## config.mk

```make
export PLATFORM = sky130hd
export DESIGN_NAME = serial_receive
export DESIGN_NICKNAME = d
export VERILOG_FILES = /design/src/rtl/serial_receive.sv
export SDC_FILE = /design/constraint.sdc
export NUM_CORES = 1
export LEC_CHECK = 0
export CAP_MARGIN = 25
export CORE_MARGIN = 4
export CORE_UTILIZATION = 57
export CTS_CLUSTER_SIZE = 30
export DETAILED_ROUTE_END_ITERATION = 7
export PLACE_DENSITY = 0.76
export SETUP_SLACK_MARGIN = 0.3
export SYNTH_ARGS = -nofsm -noshare
export SYNTH_HDL_FRONTEND = slang
export SYNTH_SLANG_ARGS = --single-unit
```

## constraint.sdc

```tcl
create_clock -name CLK_100_I -period 2.7 [get_ports CLK_100_I]
set_clock_uncertainty 0.2 [all_clocks]
set_input_delay 0.54 -clock CLK_100_I [delete_from_list [all_inputs] [get_ports CLK_100_I]]
set_output_delay 0.54 -clock CLK_100_I [all_outputs]
set_load 0.02 [all_outputs]
```

## src/rtl/serial_receive.sv

```systemverilog
// 8N1 LSB-first serial receiver: samples the synchronised RX line on a divided
// strobe, reassembles one byte per frame and flags framing errors.
module serial_receive #(
  parameter int QTR_BITS = 2,
  parameter int BAUD     = 2604,
  parameter int HBAUD    = 1302
) (
  input  logic       CLK_100_I,
  input  logic       RSTN_I,
  input  logic       SERIAL_I,
  output logic [7:0] BYTE_O,
  output logic       RDY_O,
  output logic       FRAME_ERR_O,
  output logic       BUSY_O
);

  // Handshake: RDY_O is a one-cycle valid pulse with no ready back-pressure;
  // BYTE_O holds the last good byte until the next good frame overwrites it.

  typedef enum logic [2:0] {
    S_IDLE,
    S_START,
    S_DATA,
    S_STOP,
    S_BREAK
  } state_t;

  localparam logic [11:0] BAUD_L  = 12'(BAUD);
  localparam logic [11:0] HBAUD_L = 12'(HBAUD);

  state_t              state;
  logic [QTR_BITS-1:0] qtr_cnt;
  logic                strb;
  logic [1:0]          sync_q;
  logic                rx;
  logic [11:0]         baud_cnt;
  logic [2:0]          bit_cnt;
  logic [7:0]          shift;

  assign strb   = &qtr_cnt;
  assign rx     = sync_q[1];
  assign BUSY_O = (state != S_IDLE);

  always_ff @(posedge CLK_100_I or negedge RSTN_I) begin
    if (!RSTN_I) begin
      qtr_cnt <= '0;
      sync_q  <= 2'b11;
    end else begin
      qtr_cnt <= qtr_cnt + 1'b1;
      sync_q  <= {sync_q[0], SERIAL_I};
    end
  end

  always_ff @(posedge CLK_100_I or negedge RSTN_I) begin
    if (!RSTN_I) begin
      state       <= S_IDLE;
      baud_cnt    <= '0;
      bit_cnt     <= '0;
      shift       <= '0;
      BYTE_O      <= '0;
      RDY_O       <= 1'b0;
      FRAME_ERR_O <= 1'b0;
    end else begin
      RDY_O       <= 1'b0;
      FRAME_ERR_O <= 1'b0;
      if (strb) begin
        case (state)
          S_IDLE: begin
            if (!rx) begin
              state    <= S_START;
              baud_cnt <= '0;
            end
          end
          S_START: begin
            // Half-bit check rejects glitches shorter than half a start bit.
            if (baud_cnt == HBAUD_L) begin
              baud_cnt <= '0;
              bit_cnt  <= '0;
              state    <= rx ? S_IDLE : S_DATA;
            end else begin
              baud_cnt <= baud_cnt + 1'b1;
            end
          end
          S_DATA: begin
            if (baud_cnt == BAUD_L) begin
              shift[bit_cnt] <= rx;
              baud_cnt       <= '0;
              if (bit_cnt == 3'd7) begin
                state <= S_STOP;
              end else begin
                bit_cnt <= bit_cnt + 1'b1;
              end
            end else begin
              baud_cnt <= baud_cnt + 1'b1;
            end
          end
          S_STOP: begin
            // Leaving mid-stop-bit lets an immediately following start bit be caught.
            if (baud_cnt == BAUD_L) begin
              baud_cnt <= '0;
              if (rx) begin
                BYTE_O <= shift;
                RDY_O  <= 1'b1;
                state  <= S_IDLE;
              end else begin
                FRAME_ERR_O <= 1'b1;
                state       <= S_BREAK;
              end
            end else begin
              baud_cnt <= baud_cnt + 1'b1;
            end
          end
          S_BREAK: begin
            if (rx) begin
              state <= S_IDLE;
            end
          end
          default: state <= S_IDLE;
        endcase
      end
    end
  end

endmodule

```

## Yosys cells after proc, flatten, opt, wreduce, memory -nomap -nowiden

Index checks and enable logic that the tools add are counted.

| cells by class | value |
|---|---|
| add/subtract/negate cells | 3 |
| $mul | 0 |
| divide/modulo/power cells | 0 |
| $lt $le $gt $ge | 2 |
| equality and inequality tests | 14 |
| shift operators | 0 |
| muxes and demuxes | 28 |
| bitwise operators | 0 |
| reduce and logical (&&, ||, !) cells | 12 |

Operators with widths:

| kind | count |
|---|---|
| $mux 12 | 3 |
| $pmux 12 s3 | 1 |
| $mux 3 | 10 |
| $pmux 3 s5 | 1 |
| $ne 2x2->1 const B | 7 |
| $add 12x1->12 const B | 1 |
| $eq 12x11->1 const B | 1 |
| $eq 12x12->1 const B | 1 |
| $mux 1 | 9 |
| $bwmux 8 | 1 |
| $reduce_and 4->1 | 2 |
| $reduce_and 8->1 | 1 |
| $eq 3x2->1 const B | 2 |
| $eq 3x3->1 const B | 2 |
| $pmux 3 s2 | 1 |
| $reduce_and 6->1 | 1 |
| $reduce_bool 3->1 | 2 |
| $reduce_and 5->1 | 1 |
| $lt 3x4->1 const B | 1 |
| $add 3x1->3 const B | 1 |
| $demux 1 s3 | 1 |
| $eq 3x1->1 const B | 1 |
| $ge 3x1->1 const B | 1 |
| $logic_not 3->1 | 1 |
| 6 further kinds | 6 |

| word-level totals | value |
|---|---|
| flip-flop bits (word level) | 40 |
| bits in latches | 0 |
| bits in writable memories | 0 |
| bits in read-only memories | 0 |
| input port bits | 3 |
| output and inout bits | 11 |
| memories | 0 |

## Longest topological paths before layout

| depth | value |
|---|---|
| depth after elaboration | 5 |
| depth in mapped cells | 8 |

## Worst setup path after synthesis

OpenSTA, ideal clock, no wires.

| timing | value |
|---|---|
| path kind | register -> register |
| from | reg baud_cnt[0] |
| to | reg shift[2] |
| library setup time | 128 ps |
| arrival time | 1,704 ps |
| data required time | 2,372 ps |
| path slack | 668 ps |
| cell stages (with the launch flop) | 8 |
| cell sequence | dfrtp_1 > inv_1 > ha_1 > and4b_1 > and3_1 > nand4b_1 > nor3b_1 > mux2_1 |

| on the way | value |
|---|---|
| cells in the longest elaborated chain, start to end | 2 |

RTL lines:

| item | line | source |
|---|---|---|
| start: declaration | 36 | `logic [11:0] baud_cnt;` |
| start signal: assignment | 81 | `baud_cnt <= baud_cnt + 1'b1;` |
| start signal: assignment | 94 | `baud_cnt <= baud_cnt + 1'b1;` |
| start signal: assignment | 110 | `baud_cnt <= baud_cnt + 1'b1;` |
| $eq 12x12->1 | 85 | `if (baud_cnt == BAUD_L) begin` |
| $reduce_and 4->1 (no source line) | n/a |  |
| end signal: indexed assignment | 86 | `shift[bit_cnt] <= rx;` |
| end: declaration | 38 | `logic [7:0] shift;` |

No other way between the ends.
A chain may end at the register's enable or synchronous reset.

## Worst setup path after layout

Same ends and word-level chain as after synthesis.

==> results.tsv <==
stage	metric	value	unit
timing	final worst-path cycle share	0.8403	
power	Sw Ratio	0.2966	
power	Power Internal	1.078	mW
power	Sw Pwr	0.4547	mW
yosys	Synth area leader	dfrtp_1	
timing	post-route setup TNS	0	ps
yosys	post-synthesis cell type count	48	
clock_tree	CTS Root Cell	clkbuf_8	
clock_tree	clk buf depth	2	
place	gpl congestion	0.8271	
power	clock group share of total power	0.311	
clock_tree	hold buffers post-CTS	0	
layout	post-route insts no fill	239	
yosys	mux share of post-synthesis cell area	0.1176	
place	dpl ws	325.7	ps
global_routing	largest net degree at the start of global routing	41	
floorplan	Die X-Extent	68.49	µm
critical_path	Reg2Reg Depth	7	
critical_path	Required @ worst endpoint	2680	ps
clock_tree	Clock Latency Late Sink	290	ps
floorplan	die area	4691	µm²
drt	drt total wl	3.467	mm
power	PD cells	648.3	nW/µm²
timing	setup ws final	431.2	ps
floorplan	I/O Pins	14	
yosys	Post-synth ARST share	1.000	
critical_path	startpoint types	register	
global_routing	initial antenna violation count	0	
clock_tree	H-tree lvl count	2	
run	maxcap violations	0	
yosys	flops & latches, synth	40	
yosys	XOR/XNOR Fraction of Synth Area	0.008398	
power	Reg power frac	0.466	
floorplan	FP Rows	21	
clock_tree	CTS Buf Count	5	
yosys	adder-cell share of the synthesized area	0.03599	
timing	FMAX	440.8	MHz
layout	diodes inserted	0	
timing	final max-slew violation count	0	
layout	FILL cells	251	
power	leak pwr	1.180	nW
yosys	top_reg_cell synth	dfrtp_1	
critical_path	Crit. End Element	register	
power	Worst VDD drop	0.4117	mV
clock_tree	Clock transition at path regs	70	ps
drt	vias per inst	5.649	
min_path	Hold Crit Class	in -> async	
layout	multi-input logic area	1015	µm²
critical_path	reg-to-reg endpoint	shift[2]	
drt	remaining antenna violation count	0	
yosys	Synth top area share	0.4559	
layout	# nets final	201	
yosys	Mapped Nets	186	
yosys	Mean Syn Cell Area	11.78	µm²
global_routing	vias in the first global route	1367	
place	dpl hpwl	2.480	mm
floorplan	initial cell density of the core	0.6060	
layout	Layout area overhead	13.38	%
critical_path	Worst R2R Start	baud_cnt[0]	
clock_tree	TritonCTS clock tree	done	
yosys	post-synthesis cell count	177	
drt	drt initial violations	79	
timing	Slew headroom	0.4528	
power	combinational power share	0.223	
yosys	simple-gate share of the synthesized area	0.2040	
critical_path	Crit Path Max Fanout	4	
yosys	synthesized area	2086	µm²
drt	Wirelength per Cell	14.51	µm
critical_path	Arrival @ worst endpoint	2250	ps
layout	layout cells sized above 1	0.1451	
clock_tree	clock sink count	40	
global_routing	Tot GR Track Use	0.1761	
yosys	Ys Warns	0	
drt	first drt pass iteration count	4	
place	Cells after DPL	228	
timing	fin crit period	2269	ps
timing	RSZ-0062 raised after global routing	yes	
timing	number of setup violations in the final report	0	
timing	Final Hold Viols	0	
floorplan	core area	3442	µm²
floorplan	Die H	68.49	µm
yosys	compound-cell area share of the yosys netlist	0.1158	
layout	Reg area	1005	µm²
yosys	EDFF count, synth	0	
global_routing	first-pass GRT wire length	6.099	mm
outcome	status	finished clean	
drt	DRC viols	0	
yosys	ranking of synthesized cells by area	dfrtp_1 (46%), mux2_1 (10%), a22o_1 (3.8%)	
drt	total number of vias	1350	
critical_path	worst reg-to-reg setup slack	430	ps
critical_path	Setup CP Type	reg -> reg	
yosys	main combinational cell family by area after synthesis	simple AND/OR/NAND/NOR gates	
place	IO Port Bufs	13	
global_routing	grt ovf	0	
timing	worst-margin pin slew	820.8	ps
yosys	post-synthesis sequential area ratio	0.4811	
-- per-stage QoR --
stage	util	hold WS, ps	total power [mW]	area [µm²]
detailed placement	0.6452	147.6	1.025	2221
global route	0.6870	167.4	1.617	2365
CTS	0.6776	159.0	1.501	2332
finish	0.6870	140.1	1.533	2365
floorplan	-	44.41	0.9680	2086
global placement	0.6452	146.4	1.002	2221
-- worst max path at each step --
| stage | start | to | slack (ps) | cells past startpoint |
|---|---|---|---|---|
| 2_1_floorplan | baud_cnt[0] | shift[2] | 670 | 7 |
| 3_3_place_gp | baud_cnt[0] | state[0] | 470 | 7 |
| 3_5_place_dp | baud_cnt[0] | state[1] | 330 | 7 |
| 4_1_cts | baud_cnt[0] | state[1] | 300 | 7 |
| 5_1_grt | baud_cnt[0] | shift[0] | 290 | 7 |
| 6_report | baud_cnt[0] | shift[2] | 430 | 7 |
-- placed cells by master, fill, tap and decap left out, types with 4 or more instances in the layout --
cell             count
mux2_1              19
and3_1               6
clkbuf_8             5
clkdlybuf4s50_1     11
ha_1                 6
nand2_1              7
a21o_1               4
a22o_1               9
nor2b_1              6
nor2_1               9
dfrtp_1             37
inv_1                8
o21ai_1              8
-- synth_stat cells, types with 3 or more instances --
cell type   n
o21ai_1     8
a21o_1      4
a22o_1      9
mux2_1     19
nor2_1      9
clkbuf_1    3
and4bb_1    3
nor2b_1     6
ha_1        6
dfrtp_1    38
nand2b_1    3
nand3_1     3
inv_1       8
and3_1      6
nand2_1     7
-- metal layers --
layer / routed length [µm] / GRT usage
met1: 1534 / 0.2038
met2: 1745 / 0.3004
met3: 128 / 0.04538
met4: 59 / 0.08685
met5: 0 / 0
-- critical path: stages (launching register included) --
cell      delay [ps]
dfrtp_1          400
inv_1            120
ha_1             170
and4b_1          220
and3_1           240
nand4b_1         220
nor3b_2          250
mux2_1           330
-- registers in the layout (all words and copies together), names as in the netlist --
name / cells
BYTE_O: 8
FRAME_ERR_O: 1
RDY_O: 1
baud_cnt: 12
bit_cnt: 3
qtr_cnt: 2
shift: 8
state: 3
sync_q: 2
-- cell type report --
type	count	share of cell area
Tap cell	46	0.02434
Multi-Input combinational cell	121	0.4291
Clock buffer	5	0.02910
Inverter	8	0.01270
Timing Repair Buffer	16	0.06190
Clock inverter	3	0.01799
Sequential cell	40	0.4249
-- kinds of logic after synthesis --
group | Yosys count
buffers and inverters | 16
xor gates and xnor gates | 2
and+or+nand+nor | 60
muxes | 22
adders and majority gates | 6
DFF | 40
AOI/OAI and AO/OA | 31
-- power by group through the flow --
stage	Combinational (mW)	Clock, mW	Sequential (mW)
2_1_floorplan	0.292	0	0.676
3_3_place_gp	0.284	0	0.718
3_5_place_dp	0.303	0	0.722
4_1_cts	0.301	0.488	0.711
5_1_grt	0.376	0.520	0.721
6_report	0.342	0.476	0.715
-- what timing repair did --
| item | CTS | global route |
|---|---|---|
| setup endpoints to repair | 1 | 4 |
| pin swaps | 0 | 1 |
| resized for setup | 2 | 2 |
| setup buffers | 0 | 3 |
(Power assumes the default switching activity.)
